<file path="src/rtl/soundweb_pkg.sv">
// Shared Soundweb protocol constants: reserved bytes, payload layout, error codes.
// Used by both the packet encoder and the receive decoder.
package soundweb_pkg;

  localparam logic [7:0] STX = 8'h02;
  localparam logic [7:0] ETX = 8'h03;
  localparam logic [7:0] ACK = 8'h06;
  localparam logic [7:0] NAK = 8'h15;
  localparam logic [7:0] ESC = 8'h1B;

  localparam int unsigned IDX_COMMAND   = 0;
  localparam int unsigned IDX_ADDRESS_0 = 1;
  localparam int unsigned IDX_SV_0      = 7;
  localparam int unsigned IDX_DATA_0    = 9;
  localparam int unsigned IDX_CHECKSUM  = 13;
  localparam int unsigned PAYLOAD_BYTES = 13;
  localparam int unsigned FRAME_BYTES   = 14;

  localparam logic [2:0] ERR_CHECKSUM   = 3'd0;
  localparam logic [2:0] ERR_LENGTH     = 3'd1;
  localparam logic [2:0] ERR_ESCAPE     = 3'd2;
  localparam logic [2:0] ERR_UNEXPECTED = 3'd3;
  localparam logic [2:0] ERR_TIMEOUT    = 3'd4;

  typedef enum logic [1:0] {
    StIdle,
    StBody,
    StEscaped
  } rx_state_e;

  function automatic logic is_reserved_byte(input logic [7:0] b);
    return (b == STX) || (b == ETX) || (b == ACK) || (b == NAK) || (b == ESC);
  endfunction

endpackage

</file>
<file path="src/rtl/soundweb_rx_decoder.sv">
// Soundweb receive decoder: frames STX/ETX, un-escapes, checks XOR checksum and
// presents the 13 decoded payload bytes with one-cycle valid/error pulses.
module soundweb_rx_decoder
  import soundweb_pkg::*;
#(
  parameter int unsigned TIMEOUT_CYCLES = 0
) (
  input  logic       clk,
  input  logic       rst_n,
  input  logic [7:0] rx_data,
  input  logic       rx_valid,
  output logic [7:0] command,
  output logic [7:0] address_0,
  output logic [7:0] address_1,
  output logic [7:0] address_2,
  output logic [7:0] address_3,
  output logic [7:0] address_4,
  output logic [7:0] address_5,
  output logic [7:0] sv_0,
  output logic [7:0] sv_1,
  output logic [7:0] data_0,
  output logic [7:0] data_1,
  output logic [7:0] data_2,
  output logic [7:0] data_3,
  output logic       frame_valid,
  output logic       frame_error,
  output logic [2:0] error_code,
  output logic       ack_rx,
  output logic       nak_rx
);

  localparam logic [15:0] TO_LIMIT = 16'(TIMEOUT_CYCLES - 1);
  localparam logic [3:0]  FULL     = 4'(FRAME_BYTES);

  rx_state_e   r_state;
  logic [3:0]  r_count;
  logic [7:0]  r_xor;
  logic [15:0] r_to_cnt;
  logic [7:0]  r_shadow [FRAME_BYTES];
  logic [7:0]  r_field  [PAYLOAD_BYTES];
  logic        r_frame_valid;
  logic        r_frame_error;
  logic [2:0]  r_error_code;
  logic        r_ack_rx;
  logic        r_nak_rx;

  logic [7:0]  w_unesc;
  logic [7:0]  w_store_byte;
  logic        w_store;
  logic        w_timeout;

  assign w_unesc = rx_data - 8'h80;

  // A byte is stored when it is plain data in BODY or a legal escaped value.
  always_comb begin
    w_store_byte = (r_state == StEscaped) ? w_unesc : rx_data;
    w_store      = 1'b0;
    if (rx_valid) begin
      case (r_state)
        StBody:    w_store = !is_reserved_byte(rx_data);
        StEscaped: w_store = is_reserved_byte(w_unesc);
        default:   w_store = 1'b0;
      endcase
    end
  end

  assign w_timeout = (TIMEOUT_CYCLES != 0) && !rx_valid && (r_state != StIdle) &&
                     (r_to_cnt == TO_LIMIT);

  always_ff @(posedge clk or negedge rst_n) begin
    if (!rst_n) begin
      r_state       <= StIdle;
      r_count       <= '0;
      r_xor         <= '0;
      r_to_cnt      <= '0;
      r_frame_valid <= 1'b0;
      r_frame_error <= 1'b0;
      r_error_code  <= '0;
      r_ack_rx      <= 1'b0;
      r_nak_rx      <= 1'b0;
      for (int i = 0; i < FRAME_BYTES; i++) r_shadow[i] <= '0;
      for (int i = 0; i < PAYLOAD_BYTES; i++) r_field[i] <= '0;
    end else begin
      r_frame_valid <= 1'b0;
      r_frame_error <= 1'b0;
      r_ack_rx      <= 1'b0;
      r_nak_rx      <= 1'b0;

      if (rx_valid || (r_state == StIdle)) r_to_cnt <= '0;
      else                                 r_to_cnt <= r_to_cnt + 16'd1;

      if (w_timeout) begin
        r_frame_error <= 1'b1;
        r_error_code  <= ERR_TIMEOUT;
        r_state       <= StIdle;
        r_to_cnt      <= '0;
      end else if (w_store) begin
        if (r_count == FULL) begin
          r_frame_error <= 1'b1;
          r_error_code  <= ERR_LENGTH;
          r_state       <= StIdle;
        end else begin
          r_shadow[r_count] <= w_store_byte;
          r_xor             <= r_xor ^ w_store_byte;
          r_count           <= r_count + 4'd1;
          r_state           <= StBody;
        end
      end else if (rx_valid) begin
        case (r_state)
          StIdle: begin
            if (rx_data == STX) begin
              r_state <= StBody;
              r_count <= '0;
              r_xor   <= '0;
            end else if (rx_data == ACK) begin
              r_ack_rx <= 1'b1;
            end else if (rx_data == NAK) begin
              r_nak_rx <= 1'b1;
            end
          end
          StBody: begin
            // Only reserved bytes reach here; plain data took the store path.
            if (rx_data == ESC) begin
              r_state <= StEscaped;
            end else if (rx_data == ETX) begin
              r_state <= StIdle;
              if ((r_count == FULL) && (r_xor == 8'h00)) begin
                r_frame_valid <= 1'b1;
                for (int i = 0; i < PAYLOAD_BYTES; i++) r_field[i] <= r_shadow[i];
              end else begin
                r_frame_error <= 1'b1;
                r_error_code  <= (r_count == FULL) ? ERR_CHECKSUM : ERR_LENGTH;
              end
            end else if (rx_data == STX) begin
              r_frame_error <= 1'b1;
              r_error_code  <= ERR_UNEXPECTED;
              r_count       <= '0;
              r_xor         <= '0;
            end else begin
              r_frame_error <= 1'b1;
              r_error_code  <= ERR_UNEXPECTED;
              r_state       <= StIdle;
            end
          end
          StEscaped: begin
            r_frame_error <= 1'b1;
            r_error_code  <= ERR_ESCAPE;
            r_state       <= StIdle;
          end
          default: r_state <= StIdle;
        endcase
      end
    end
  end

  assign command     = r_field[IDX_COMMAND];
  assign address_0   = r_field[IDX_ADDRESS_0];
  assign address_1   = r_field[IDX_ADDRESS_0 + 1];
  assign address_2   = r_field[IDX_ADDRESS_0 + 2];
  assign address_3   = r_field[IDX_ADDRESS_0 + 3];
  assign address_4   = r_field[IDX_ADDRESS_0 + 4];
  assign address_5   = r_field[IDX_ADDRESS_0 + 5];
  assign sv_0        = r_field[IDX_SV_0];
  assign sv_1        = r_field[IDX_SV_0 + 1];
  assign data_0      = r_field[IDX_DATA_0];
  assign data_1      = r_field[IDX_DATA_0 + 1];
  assign data_2      = r_field[IDX_DATA_0 + 2];
  assign data_3      = r_field[IDX_DATA_0 + 3];
  assign frame_valid = r_frame_valid;
  assign frame_error = r_frame_error;
  assign error_code  = r_error_code;
  assign ack_rx      = r_ack_rx;
  assign nak_rx      = r_nak_rx;

endmodule

</file>
<file path="config.mk">
export PLATFORM = sky130hd
export DESIGN_NAME = soundweb_rx_decoder
export DESIGN_NICKNAME = d
export VERILOG_FILES = /design/src/rtl/soundweb_pkg.sv /design/src/rtl/soundweb_rx_decoder.sv
export SDC_FILE = /design/constraint.sdc
export NUM_CORES = 1
export LEC_CHECK = 0
export ABC_AREA = 1
export BUFFER_PORTS_ARGS = -buffer_cell sky130_fd_sc_hd__buf_2
export CELL_PAD_IN_SITES_DETAIL_PLACEMENT = 2
export CELL_PAD_IN_SITES_GLOBAL_PLACEMENT = 2
export CORE_ASPECT_RATIO = 0.6
export CORE_UTILIZATION = 25
export DETAILED_ROUTE_END_ITERATION = 16
export GPL_TIMING_DRIVEN = 0
export HOLD_SLACK_MARGIN = 0.15
export PLACE_DENSITY_LB_ADDON = 0.2
export SLEW_MARGIN = 15
export SYNTH_ARGS = -nofsm -noshare
export SYNTH_HDL_FRONTEND = slang
export SYNTH_SLANG_ARGS = --single-unit
</file>
<file path="constraint.sdc">
create_clock -name clk -period 4.5 [get_ports clk]
set_clock_uncertainty 0.15 [all_clocks]
set_input_delay 0.9 -clock clk [delete_from_list [all_inputs] [get_ports clk]]
set_output_delay 0.9 -clock clk [all_outputs]
set_load 0.02 [all_outputs]
</file>
==> impl_metrics.py, run 1 <==
metrics = {
    "status": {
        "status": "complete, no violations",
    },
    "finish": {
        "layout_commonest_cell": "nand2_1",
        "final_cell_mix": "nand2_1, dfrtp_1, o21ai_1, buf_2, inv_1",
        "drive_gt1_share_pct": 19.8,
        "fillers": 4078,
        "utilization_pct": 31.2,
        "syn2layout_area_growth_pct": 21.9,
        "diodes": 0,
        "nets": 1162,
        "stdcell_count": 1660,
    },
    "critical_path": {
        "arrival_ps": 3210,
        "ff2ff_setup_slack_ps": 1520,
        "crit_fanout": 10,
        "reg2reg_to": "data_2[0]$_DFFE_PN0P_",
        "worst-setup-path-type": "reg -> reg",
        "start_kind": "flop",
        "critPathRequiredTime_ps": 4730,
        "timing.rr.start": "r_count[0]$_DFFE_PN0P_",
        "cpPeakStageDelay_ps": 500,
        "path_cells": "inv_1 > ha_1 > nand2_2 > nor4_4 > nand2_1 > nor3_2 > buf_4 > clkbuf_1 > o21ai_0",
        "end_kind": "flop",
        "cpMaxStageDelayCell": "clkbuf_1",
        "r2r_cells": 9,
    },
    "clock_network": {
        "clk_pin_slew_ps": 60,
        "clkSinkCount": 228,
        "clockRootBuffer": "clkbuf_16",
        "cts.path.max_buffers": 3,
        "clk_latency_ps": 530,
        "htree_levels": 1,
        "post_cts_resized": 0,
        "cts_inserted_buffers": 25,
        "tritoncts": "built",
    },
    "min_path": {
        "hold_end": "address_4[7]$_DFFE_PN0P_",
        "hp-start": "r_shadow[71]$_DFFE_PN0P_",
        "worstHoldPathCells": 2,
        "hp-class": "reg -> reg",
    },
    "power": {
        "powerDensity_mw_per_mm2": 424,
        "p_leak_nw": 5.48,
        "vdd_drop_max_mv": 0.227,
    },
    "timing": {
        "min_period_ps": 2980,
        "fmax_mhz": 336,
        "slew_headroom_pct": 36.1,
        "finalCritPeriodShare_pct": 66.2,
        "rsz0062_at_grt": "no",
        "finalMaxSlewViolations": 0,
        "tightest_slew_ps": 959,
        "setup_violations": 0,
        "hold_viol": 0,
        "whs_ps": 331,
    },
    "global_routing": {
        "grt_antenna_before_repair": 0,
        "grt_usage_pct": 15.9,
        "overflow": 0,
        "grt_max_degree": 95,
        "first_global_vias": 7789,
        "grt_pass1_wl_mm": 47.1,
    },
    "logic_synthesis": {
        "ys_seq_area_share_pct": 60.8,
        "syn_inst": 993,
        "netlist_area_mm2": 0.00938,
        "synth_top_area_share_pct": 60.8,
        "yosys.area_share.simple_pct": 16.4,
        "synth_seq_cells": 228,
        "synthAdderAreaFrac_pct": 1.07,
        "synth_compound_area_share_pct": 12.2,
        "post_synth_mux_area_share_pct": 0,
        "yosysTopAreaCell": "dfrtp_1",
        "syn_area_per_cell_um2": 9.44,
        "synth_top_family_by_area": "simple AND/OR/NAND/NOR gates",
        "ys_warn_count": 0,
        "synth_cell_types": 31,
        "yosys-top-cells-area": "dfrtp_1, nand2_1, o21ai_1",
        "synth-xor-area-share_pct": 0.0934,
        "syn_nets": 1012,
    },
    "routing": {
        "antenna_left": 0,
        "drc": 0,
        "wl_per_cell_um": 17.7,
        "drt_iter0_drc": 339,
        "dr.pass1.iters": 4,
        "routed_via_density": 4.32,
        "drt-total-wl_mm": 29.4,
        "dr_total_vias": 7166,
    },
    "placed_design": {
        "placed_cells": 1619,
        "io_buffers": 120,
        "dp_hpwl_mm": 20.9,
        "routabilityCongestion": 0.804,
    },
    "die": {
        "fp.dieH_um": 152,
        "std_cell_rows": 54,
        "die_w_um": 252,
        "ios": 122,
        "start_util_pct": 25.6,
        "coreArea_mm2": 0.0366,
        "die_area_mm2": 0.0383,
    },
    "job": {
        "maxCapViolCount": 0,
    },
}
per-stage QoR:
step	setup WS, ps	setup TNS, ps	instance area (um2)	power, mW
final	1520	0	11400	4.85
after floorplan	2090	0	9380	2.71
after global placement	-2090	-468530	10600	2.91
after global routing	1240	0	11400	5.11
after detailed placement	1000	0	10700	2.95
after CTS	1410	0	11400	4.94
repair_timing:
item,in CTS,in global routing
endpoints found under the hold margin,43,0
setup buffers,0,0
endpoints found under the setup margin,0,0
hold buffers,1,0
critical path, delay by kind of cell, from the launching register on:
kind | cells | cell delay [ps]
compound gates | 1 | 170
fa+ha+maj | 1 | 320
buf+inv | 3 | 940
flops | 1 | 450
simple gates | 4 | 800
synth_stat cells:
cell      count
clkbuf_1     14
nand2_2       3
nor2_1       12
nand3_2       3
o21ai_0      68
nand3_4       7
or2_2         4
nor3_2        1
clkinv_4      1
a22oi_1       1
dfrtp_1     228
nor4_1        1
nand2_1     275
nand3_1      18
nor2_8        1
nor3_1        3
xor2_1        1
o31ai_1       1
conb_1        1
buf_6        20
ha_1          8
a21oi_1       3
nand2_4       4
buf_2        12
o21ai_1     154
nand4_1       5
buf_4         3
inv_1       128
inv_2         8
nor4_4        1
nor2_2        4
layout make-up:
cell class | count | area, um2 | area share (%)
tap | 504 | 631 | 5.52
buffer | 49 | 360 | 3.15
multi-input combinational | 579 | 2790 | 24.4
sequential | 228 | 5710 | 49.9
clock inverter | 4 | 23.8 | 0.208
timing repair buffer | 123 | 676 | 5.91
clock buffer | 36 | 727 | 6.36
inverter | 137 | 519 | 4.54
how the worst max path moves through the flow:
stage / from / end / slack, ps / cells after the start
2_1_floorplan: rx_data[4] / address_3[0]$_DFFE_PN0P_ / 2090 / 10
3_3_place_gp: rst_n / address_1[5]$_DFFE_PN0P_ / -2090 / 1
3_5_place_dp: rx_data[6] / data_2[0]$_DFFE_PN0P_ / 1000 / 11
4_1_cts: r_count[0]$_DFFE_PN0P_ / data_3[4]$_DFFE_PN0P_ / 1410 / 9
5_1_grt: r_count[0]$_DFFE_PN0P_ / data_3[1]$_DFFE_PN0P_ / 1240 / 9
6_report: r_count[0]$_DFFE_PN0P_ / data_2[0]$_DFFE_PN0P_ / 1520 / 9
power breakdown:
part	internal, mW	leakage [nW]	switching [mW]
sequential	2.21	2.60	0.105
clock	1.11	0.373	0.834
combinational	0.182	2.51	0.407
flip-flops by register name (all words and copies together) (netlist names), 4 cells and up:
name       cells
data_0         8
data_1         8
command        8
address_0      8
address_5      8
data_2         8
r_shadow     104
sv_1           8
r_xor          8
address_4      8
r_count        4
address_3      8
address_1      8
data_3         8
sv_0           8
address_2      8
per-layer routing:
metal | routed length (um) | share of wire (%) | vias up | global-route usage [%]
met5 | 0 | 0 | - | 0
met4 | 533 | 1.8 | 0 | 3.15
met3 | 971 | 3.3 | 38 | 2.59
met2 | 12300 | 42 | 99 | 23.1
met1 | 15600 | 53 | 3601 | 24.5
li1 | - | - | 3428 | -
kinds of logic (layout without fill, tap and decap cells):
family,Yosys count,count (layout)
buffers and inverters,186,349
flip-flops,228,228
adder cells (fa/ha/maj),8,8
AO/OA/AOI/OAI,227,227
XOR/XNOR,1,1
other,1,1
AND/OR/NAND/NOR,342,342
(Power assumes the default switching activity.)
==> run 2, diff against run 1 <==
Clock period 4.5 ns to 2.7 ns, I/O delays scaled along.
==> run 2 against run 1 <==
- sequential cell count unchanged
- die area is the same
- clock power grew 67%
- combinational power grew 70%
- sequential share of layout area is 0.31 points lower
- clock-buffer cell count stayed put
- critical path depth grew 2
- sequential power increased by 67%
- register-to-register slack worse by 1400 ps
- design area rose by 0.65%
- maximum frequency up 17%
==> impl_metrics.py, run 2 (synthesized netlist as in run 1, its figures left out) <==
metrics = {
    "critical_path": {
        "timing.rr.start": "r_count[0]$_DFFE_PN0P_",
        "end_kind": "flop",
        "worst-setup-path-type": "reg -> reg",
        "arrival_ps": 2830,
        "cpPeakStageDelay_ps": 450,
        "start_kind": "flop",
        "r2r_cells": 11,
        "critPathRequiredTime_ps": 3000,
        "cpMaxStageDelayCell": "dfrtp_2",
        "crit_top_cell": "nand2_2",
        "crit_fanout": 10,
        "path_cells": "inv_2 > ha_4 > nand2_2 > nor4_4 > nand2_2 > nor3_4 > buf_8 > buf_12 > buf_6 > nand2_1 > o21ai_1",
        "startpoint": "r_count[0]$_DFFE_PN0P_",
    },
    "die": {
        "die_area_mm2": 0.0383,
        "fp.dieH_um": 152,
        "ios": 122,
        "coreArea_mm2": 0.0366,
        "std_cell_rows": 54,
        "die_w_um": 252,
        "start_util_pct": 25.6,
    },
    "clock_network": {
        "clockRootBuffer": "clkbuf_16",
        "tritoncts": "built",
        "htree_levels": 1,
        "cts_inserted_buffers": 25,
        "clk_pin_slew_ps": 60,
        "clk_latency_ps": 530,
        "cts.path.max_buffers": 3,
        "clkSinkCount": 228,
    },
    "finish": {
        "drive_gt1_share_pct": 20.9,
        "fillers": 4080,
        "nets": 1164,
        "syn2layout_area_growth_pct": 22.7,
        "largest_reg_flops": 104,
        "final_cell_mix": "nand2_1, dfrtp_1, o21ai_1, buf_2, inv_1",
        "layout_commonest_cell": "nand2_1",
        "utilization_pct": 31.4,
        "largest_register": "r_shadow",
    },
    "timing": {
        "hold_viol": 0,
        "slew_headroom_pct": 36.5,
        "setup_tns_ps": 0,
        "finalMaxSlewViolations": 0,
        "min_period_ps": 2530,
        "tightest_slew_ps": 952,
        "setup_ws_ps": 166,
        "setup_violations": 0,
        "fmax_mhz": 395,
        "finalCritPeriodShare_pct": 93.9,
        "rsz0062_at_grt": "no",
    },
    "global_routing": {
        "grt.busiest_layer": "met1",
        "first_global_vias": 7800,
        "grt_max_degree": 95,
        "grt_pass1_wl_mm": 47.1,
        "use_met1_pct": 24.5,
        "gr-usage-met3_pct": 2.59,
        "grt_antenna_before_repair": 0,
        "grt_usage_pct": 15.9,
        "grt_util_met2_pct": 23.2,
        "overflow": 0,
    },
    "routing": {
        "drt-total-wl_mm": 29.5,
        "dr_total_vias": 7154,
        "drt_iter0_drc": 380,
        "antenna_left": 0,
        "drc": 0,
        "routed_via_density": 4.30,
        "dr.pass1.iters": 4,
        "wl_per_cell_um": 17.8,
    },
    "power": {
        "powerDensity_mw_per_mm2": 705,
        "fin_total_pwr_mw": 8.11,
        "p_leak_nw": 5.51,
        "vdd_drop_max_mv": 0.377,
    },
    "placed_design": {
        "io_buffers": 120,
        "place_ws_ps": -440,
        "routabilityCongestion": 0.804,
        "dp_hpwl_mm": 20.9,
    },
    "job": {
        "maxCapViolCount": 0,
    },
    "status": {
        "status": "complete, no violations",
    },
    "min_path": {
        "worstHoldPathCells": 3,
        "hp-start": "rx_valid",
        "hp-class": "in -> reg",
    },
}
[run 2: cell count changes in the layout (fill, tap and decap cells not counted), sizes merged]
cell   before  now
buf       157  159
diode       0    1
[run 2: repair_timing]
item                                   CTS  global route
resized for setup                        8            17
pin swaps                                0             1
setup endpoints to repair              105           132
setup buffers                            1             1
endpoints found under the hold margin   50             0
hold buffers                             1             0
[run 2: final cells by class]
type                            instances  area, um2  area share (%)
Antenna cell                            1       2.50          0.0217
Buffer                                 49        388            3.37
Clock buffer                           36        727            6.32
Clock inverter                          4       23.8           0.207
Inverter                              137        519            4.51
Multi-Input combinational cell        579       2820            24.5
Sequential cell                       228       5710            49.6
Tap cell                              504        631            5.48
Timing Repair Buffer                  125        691            6.00
[run 2: final timing paths]
path                       slack, ps                  endpoint
setup / recovery                 170    command[3]$_DFFE_PN0P_
hold / removal                   210    r_state[1]$_DFFE_PN0P_
setup reg to reg                 170    command[3]$_DFFE_PN0P_
hold reg to reg                  330  address_4[7]$_DFFE_PN0P_
max in group asynchronous       1150    r_count[0]$_DFFE_PN0P_
min in group asynchronous        380     data_2[1]$_DFFE_PN0P_
[run 2: metrics by stage]
| stage | hold slack (ps) | instances | instance area (um2) |
|---|---|---|---|
| 2_1_floorplan | 94.4 | 993 | 9380 |
| 3_3_place_gp | 312 | 1617 | 10600 |
| 3_5_place_dp | 324 | 1619 | 10700 |
| 4_1_cts | 177 | 1661 | 11500 |
| 5_1_grt | 206 | 1662 | 11500 |
| 6_report | 211 | 1663 | 11500 |
[run 2: metal layers]
| metal | vias to the layer above | share of wire [%] |
|---|---|---|
| met3 | 38 | 3.2 |
| met4 | 0 | 1.8 |
| met5 | - | 0 |
| met2 | 90 | 42 |
| met1 | 3592 | 53 |
| li1 | 3434 | - |
[run 2: critical path: cells and delay by family, from the launching register on]
| kind | cells | cell delay [ps] |
|---|---|---|
| simple gates | 5 | 890 |
| buf+inv | 4 | 690 |
| flops | 1 | 450 |
| fa+ha+maj | 1 | 190 |
| compound gates | 1 | 80 |
[run 2: where the power goes]
group / switching [mW] / internal [mW] / total, mW
registers: 0.181 / 3.69 / 3.87
clock network: 1.39 / 1.85 / 3.24
logic: 0.684 / 0.318 / 1.00
total: 2.26 / 5.85 / 8.11
